### src/rtl/s_araw_cmd_arbiter.sv
// s_araw_cmd_arbiter: merges the AXI AR and AW address channels into one shared command FIFO.
//   AR*/AW*      : slave-side address channels; ready is granted combinationally from valid.
//   mem_w*       : write port of the external FIFO memory, entry = {is_write, payload}.
//   mem_r*       : read index out, combinational read data in.
//   cmd_*        : head entry handed to the single downstream command consumer.
//   count        : occupancy, 0..2^ADDRW.
module s_araw_cmd_arbiter #(
    parameter int ADDRW = 4,
    parameter int CMDW  = 48
) (
    input  logic              ACLK,
    input  logic              ARESETn,
    input  logic              ARVALID,
    output logic              ARREADY,
    input  logic [CMDW-1:0]   ARCMD,
    input  logic              AWVALID,
    output logic              AWREADY,
    input  logic [CMDW-1:0]   AWCMD,
    output logic [CMDW:0]     mem_wdata,
    output logic [ADDRW-1:0]  mem_waddr,
    output logic              mem_wpush,
    output logic              mem_wfull,
    output logic [ADDRW-1:0]  mem_raddr,
    input  logic [CMDW:0]     mem_rdata,
    output logic              cmd_valid,
    input  logic              cmd_ready,
    output logic              cmd_is_write,
    output logic [CMDW-1:0]   cmd_payload,
    output logic [ADDRW:0]    count
);
    localparam logic [ADDRW:0] ptr_one = 1;
    logic [ADDRW:0] wptr_q, wptr_d, rptr_q, rptr_d;
    logic last_grant_q, last_grant_d;
    logic full, empty, grant_ar, grant_aw, pop;
    always_comb begin
        full         = (wptr_q[ADDRW] != rptr_q[ADDRW]) && (wptr_q[ADDRW-1:0] == rptr_q[ADDRW-1:0]);
        empty        = wptr_q == rptr_q;
        // last_grant_q = 1 means AW won last, so AR has priority on contention
        grant_ar     = ARESETn && !full && ARVALID && (!AWVALID || last_grant_q);
        grant_aw     = ARESETn && !full && AWVALID && !grant_ar;
        pop          = !empty && cmd_ready;
        wptr_d       = mem_wpush ? wptr_q + ptr_one : wptr_q;
        rptr_d       = pop ? rptr_q + ptr_one : rptr_q;
        last_grant_d = grant_aw ? 1'b1 : grant_ar ? 1'b0 : last_grant_q;
    end
    always_ff @(posedge ACLK) begin
        if (!ARESETn) begin
            wptr_q       <= '0;
            rptr_q       <= '0;
            last_grant_q <= 1'b1;
        end else begin
            wptr_q       <= wptr_d;
            rptr_q       <= rptr_d;
            last_grant_q <= last_grant_d;
        end
    end
    assign ARREADY   = grant_ar;
    assign AWREADY   = grant_aw;
    assign mem_wpush = grant_ar | grant_aw;
    assign mem_wdata = grant_aw ? {1'b1, AWCMD} : {1'b0, ARCMD};
    assign mem_waddr = wptr_q[ADDRW-1:0];
    assign mem_raddr = rptr_q[ADDRW-1:0];
    assign mem_wfull = full;
    assign cmd_valid = !empty;
    assign {cmd_is_write, cmd_payload} = mem_rdata;
    assign count     = wptr_q - rptr_q;
endmodule

### config.mk
export PLATFORM = sky130hd
export DESIGN_NAME = s_araw_cmd_arbiter
export DESIGN_NICKNAME = d
export VERILOG_FILES = /design/src/rtl/s_araw_cmd_arbiter.sv
export SDC_FILE = /design/constraint.sdc
export NUM_CORES = 1
export LEC_CHECK = 0
export BUFFER_PORTS_ARGS = -buffer_cell sky130_fd_sc_hd__buf_2
export CAP_MARGIN = 30
export CORE_AREA = 2 2 103 105
export DETAILED_ROUTE_END_ITERATION = 7
export DIE_AREA = 0 0 105 107
export HOLD_SLACK_MARGIN = 0.02
export PLACE_DENSITY = 0.55
export SLEW_MARGIN = 20
export SYNTH_ARGS = -nofsm -noshare
export SYNTH_HDL_FRONTEND = slang
export SYNTH_SLANG_ARGS = --single-unit
### constraint.sdc
create_clock -name ACLK -period 4.09 [get_ports ACLK]
set_input_delay 0.2045 -clock ACLK [delete_from_list [all_inputs] [get_ports ACLK]]
set_output_delay 0.2045 -clock ACLK [all_outputs]
set_load 0.01 [all_outputs]
### Yosys cells after proc, flatten, opt, wreduce, memory -nomap -nowiden

Cells that the tools add are included.

* $add $sub $neg: 3
* equal/unequal tests: 3
* multiplexer cells: 1
* bitwise operators: 2
* reductions and logical operators: 13

Operators by type and width (count)
* $mux W49: 1
* $add A5 B1 Y5 const B: 2
* $logic_and A1 B1 Y1: 7
* $eq A5 B5 Y1: 1
* $sub A5 B5 Y5: 1
* $eq A4 B4 Y1: 1
* $logic_not A1 Y1: 4
* $reduce_or A2 Y1: 1
* $logic_or A1 B1 Y1: 1
* $ne A1 B1 Y1: 1
* $not A1 Y1: 1
* $or A1 B1 Y1: 1

* register bits: 11
* input port bits: 150

### Logic depth before layout (Yosys ltp)

* depth in word-level cells: 9
* gate-level depth with buffers: 9

### Worst setup path after synthesis

OpenSTA, ideal clock, no wires.

* path type: reg2out
* start point: reg rptr_q[2]
* end point: out mem_wdata[39]
* arrival: 1.818 ns
* setup slack: 2.067 ns
* cell stages (with the launch flop): 9
* path buffers: 2
* path through: dfxtp_1 inv_1 ha_1 and4_1 nand2_2 nand4_2 buf_8 buf_12 mux2_4

* cells in the longest elaborated chain, start to end: 9
* elaborated cells on any way between the ends: 10
* those cells by class: eq/ne: 1; mux: 1; reduce/logical: 8

Ends and longest elaborated chain
* start, declared: line 32 `logic [ADDRW:0] wptr_q, wptr_d, rptr_q, rptr_d;`
* start signal, assigned: line 53 `rptr_q <= rptr_d;`
* $eq A4 B4 Y1 *: line 36 `full = (wptr_q[ADDRW] != rptr_q[ADDRW]) && (wptr_q[ADDRW-1:0] == rptr_q[ADDRW-1:0]);`
* $logic_and A1 B1 Y1 *: line 36
* $logic_not A1 Y1 *: line 39, 40
* $logic_and A1 B1 Y1 *: line 39, 40
* $logic_and A1 B1 Y1 (2 in series): line 39 `grant_ar = ARESETn && !full && ARVALID && (!AWVALID || last_grant_q);`
* $logic_not A1 Y1: line 40 `grant_aw = ARESETn && !full && AWVALID && !grant_ar;`
* $logic_and A1 B1 Y1 *: line 40
* $mux W49 *: line 60 `assign mem_wdata = grant_aw ? {1'b1, AWCMD} : {1'b0, ARCMD};`
* end, declared: line 19 `output logic [CMDW:0] mem_wdata,`

Mark *: on every way between the ends. The rest lies on a longest branch, timed or not.

### Final worst setup path

* start point: reg rptr_q[2]
* end point: out mem_wdata[4]

The elaborated chain is that of the path after synthesis.

==> summary.md <==
| Metric | Value |
|---|---|
| Status | completed |
| First-pass GRT wire length | 9356 um |
| RSZ-0062 raised after global routing | no |
| Worst-path fanout max | 38 |
| DRC Markers | 0 |
| Worst skew pair latency | 230 ps |
| NumNets Final | 464 |
| HP Class | primary input to register |
| Clock-pin slew on the worst setup and hold paths | 50 ps |
| Clk_skew | 0.4014 ps |
| Via count | 1745 |
| Setup TNS | 0 ps |
| Number of flops mapped to enable cells by yosys | 0 |
| Setup bufs post-CTS | 0 |
| Vias per inst | between 3 and 4 |
| Total track usage | 0.1060 |
| Synthesized Nets | between 300 and 400 |
| Final Wtd Congestion | 0.7957 |
| Post-layout util | 0.2352 |
| Post-synth top cells | buf_4, mux2_2, dfxtp_1, inv_1, mux2_4 |
| Final std cell area, no fill | 2374 um^2 |
| Unique cell type count in the Yosys netlist | 29 |
| Switching power | 0.0002135 W |
| Grt ovf | 0 |
| Final setup fails | 0 |
| Pin count of the biggest net entering global routing | 50 |
| Slew margin rel. | 0.7592 |
| Placement Rows | 37 |
| Max VDD drop | 0.0001164 V |
| Io pins | 266 |
| Worst setup EP type | primary output |
| Antenna Nets Post-Route | 0 |
| Gate Count Post-Synth | 198 |
| Fin. max-slew vios | 0 |
| FF+latch count, synth | 11 |
| Yosys top cell area share | 0.2556 |
| DR pass1 iterations | 4 |
| Layout overhead on the synthesized area | 32.47% |
| Core box area | 10090 um^2 |
| Root buf cell | clkbuf_8 |
| Post-DP HPWL | 5910 um |
| Fill count | 1135 |
| Pwr Density | 237.8 nW/um^2 |
| Max frequency | approximately 0.36 GHz |
| Async set or reset register ratio after synthesis | 0 |
| Crit path DAT | 2590 ps |
| Power consumption | 0.0005643 W |
| Max-cap violations | 0 |
| Post-synth top area cell | buf_4 |
| Share of layout cells above drive strength 1 | 0.7288 |
| Worst-margin pin slew | between 300 and 400 ps |
| Resize count post-CTS | 0 |
| Mapped Area | 1792 um^2 |
| Startpoint Class | register |
| Most used DFF post-synth | dfxtp_1 |
| Switch share | 0.3784 |
| Initial antenna violation count | 0 |
| Clk pwr share | 0.191 |
| Ant diodes | 0 |
| Sequential share of power | 0.229 |
| DRT iter0 DRCs | 65 |
| Die width | ~110 um |
| P_leak | ~1.3 nW |
| Cts hold-fix bufs | 0 |
| Final wirelength | 6706 um |
| Initial Util | 0.1775 |
| Main area contributors after synthesis | buf_4, mux2_2, dfxtp_1 |
| Kind of critical path | register to primary output |
| H-tree depth | 1 |
| Die ar. | between 10000 and 15000 um^2 |
| Top-count cell post-synth | buf_4 |
| Avg WL per Cell | 15.17 um |
| Gate power share | 0.581 |
| Hold slack | 267.4 ps |
| Yosys warns | 0 |
| Sequential share of the synthesized area | 0.1229 |
| Max Root-Sink Buffers | 2 |
| Placed cell areas | approximately 2300 um^2 |
| Period utilization | 0.6833 |
| Vias in the first global route | between 1500 and 2000 |
| Synthesized area per cell | just over 9 um^2 |
| CTS tree | done |
| Crit path required time | 3890 ps |
| Number of CTS-inserted buffers | 3 |
| Internal power | around 0.00035 W |
| Die H | between 100 and 150 um |
| Clock Sinks | 11 |
| Minimum clock period | between 2000 and 3000 ps |
| Input/output buffers | about 170 |
| Final Hold Fails | 0 |
==> power by group through the flow <==
stage	Combinational [W]	Clock, W	Sequential (W)
after floorplan	0.000249	0	0.000128
after global placement	0.000330	0	0.000131
after detailed placement	0.000330	0	0.000131
after CTS	0.000333	0.000113	0.000129
after global routing	0.000361	0.000117	0.000131
final	0.000328	0.000108	0.000129
==> worst paths after layout <==
check / from / end / slack [ps] / cells after the start
max: rptr_q[2] / mem_wdata[4] / 1300 / 8
min: cmd_ready / rptr_q[1] / 270 / 3
max reg2reg: rptr_q[2] / wptr_q[3] / 2250 / 6
min reg2reg: last_grant_q / last_grant_q / 470 / 1
==> metal layers <==
metal	global-route usage	up-vias	routed length, um	share of wire
li1	-	833	-	-
met1	0.1309	772	2654	0.40
met2	0.1772	122	3259	0.49
met3	0.04073	18	715	0.11
met4	0.01905	0	77	0.011
met5	0	-	0	0
==> layout by cell type, fill, tap and decap left out, types with 2 or more instances in the layout <==
cell type,count
inv_1,11
nor2_1,8
nand2_1,7
or4_1,2
dfxtp_1,11
xor2_1,3
nand4_1,3
buf_2,167
o21ai_0,3
nand3_1,5
o211ai_1,3
mux2_2,39
clkbuf_8,3
a21oi_1,5
ha_1,6
a21o_1,3
mux2_4,9
xnor2_1,7
==> per-stage QoR <==
| stage | worst slack, ps | std cells |
|---|---|---|
| CTS | 891.2 | 441 |
| global route | 1111 | 442 |
| floorplan | 2067 | 198 |
| finish | 1295 | 442 |
| detailed placement | 1169 | 437 |
| global placement | 1227 | 437 |
==> cells by family after synthesis <==
logic type	count (synthesis)	share of synthesized area
buf+inv	76	0.3031
flops	11	0.1229
xor+xnor	11	0.05797
compound gates	16	0.05935
mux	48	0.3205
fa+ha+maj	7	0.05307
simple gates	29	0.08310
==> cell type report <==
type                       count  area (um^2)  share of cell area
sequential                    11        220.2             0.09278
clock buffer                   4        45.04             0.01898
multi-input combinational    111         1037              0.4370
tap                          136        170.2             0.07169
timing repair buffer         168        855.8              0.3606
inverter                      12        45.04             0.01898
==> critical path: stages (launching register included) <==
cell and delay (ps):
dfxtp_1 370, inv_1 100, ha_1 380, and4_1 290, nand2_2 110, nand4_4 240, buf_12 270, mux2_2 410
buf_2 150
==> state kept, by name, summed over array words and instances, names as in the netlist <==
register	flops
rptr_q	5
wptr_q	5
last_grant_q	1
No activity file was read; power rests on OpenSTA's default activity.
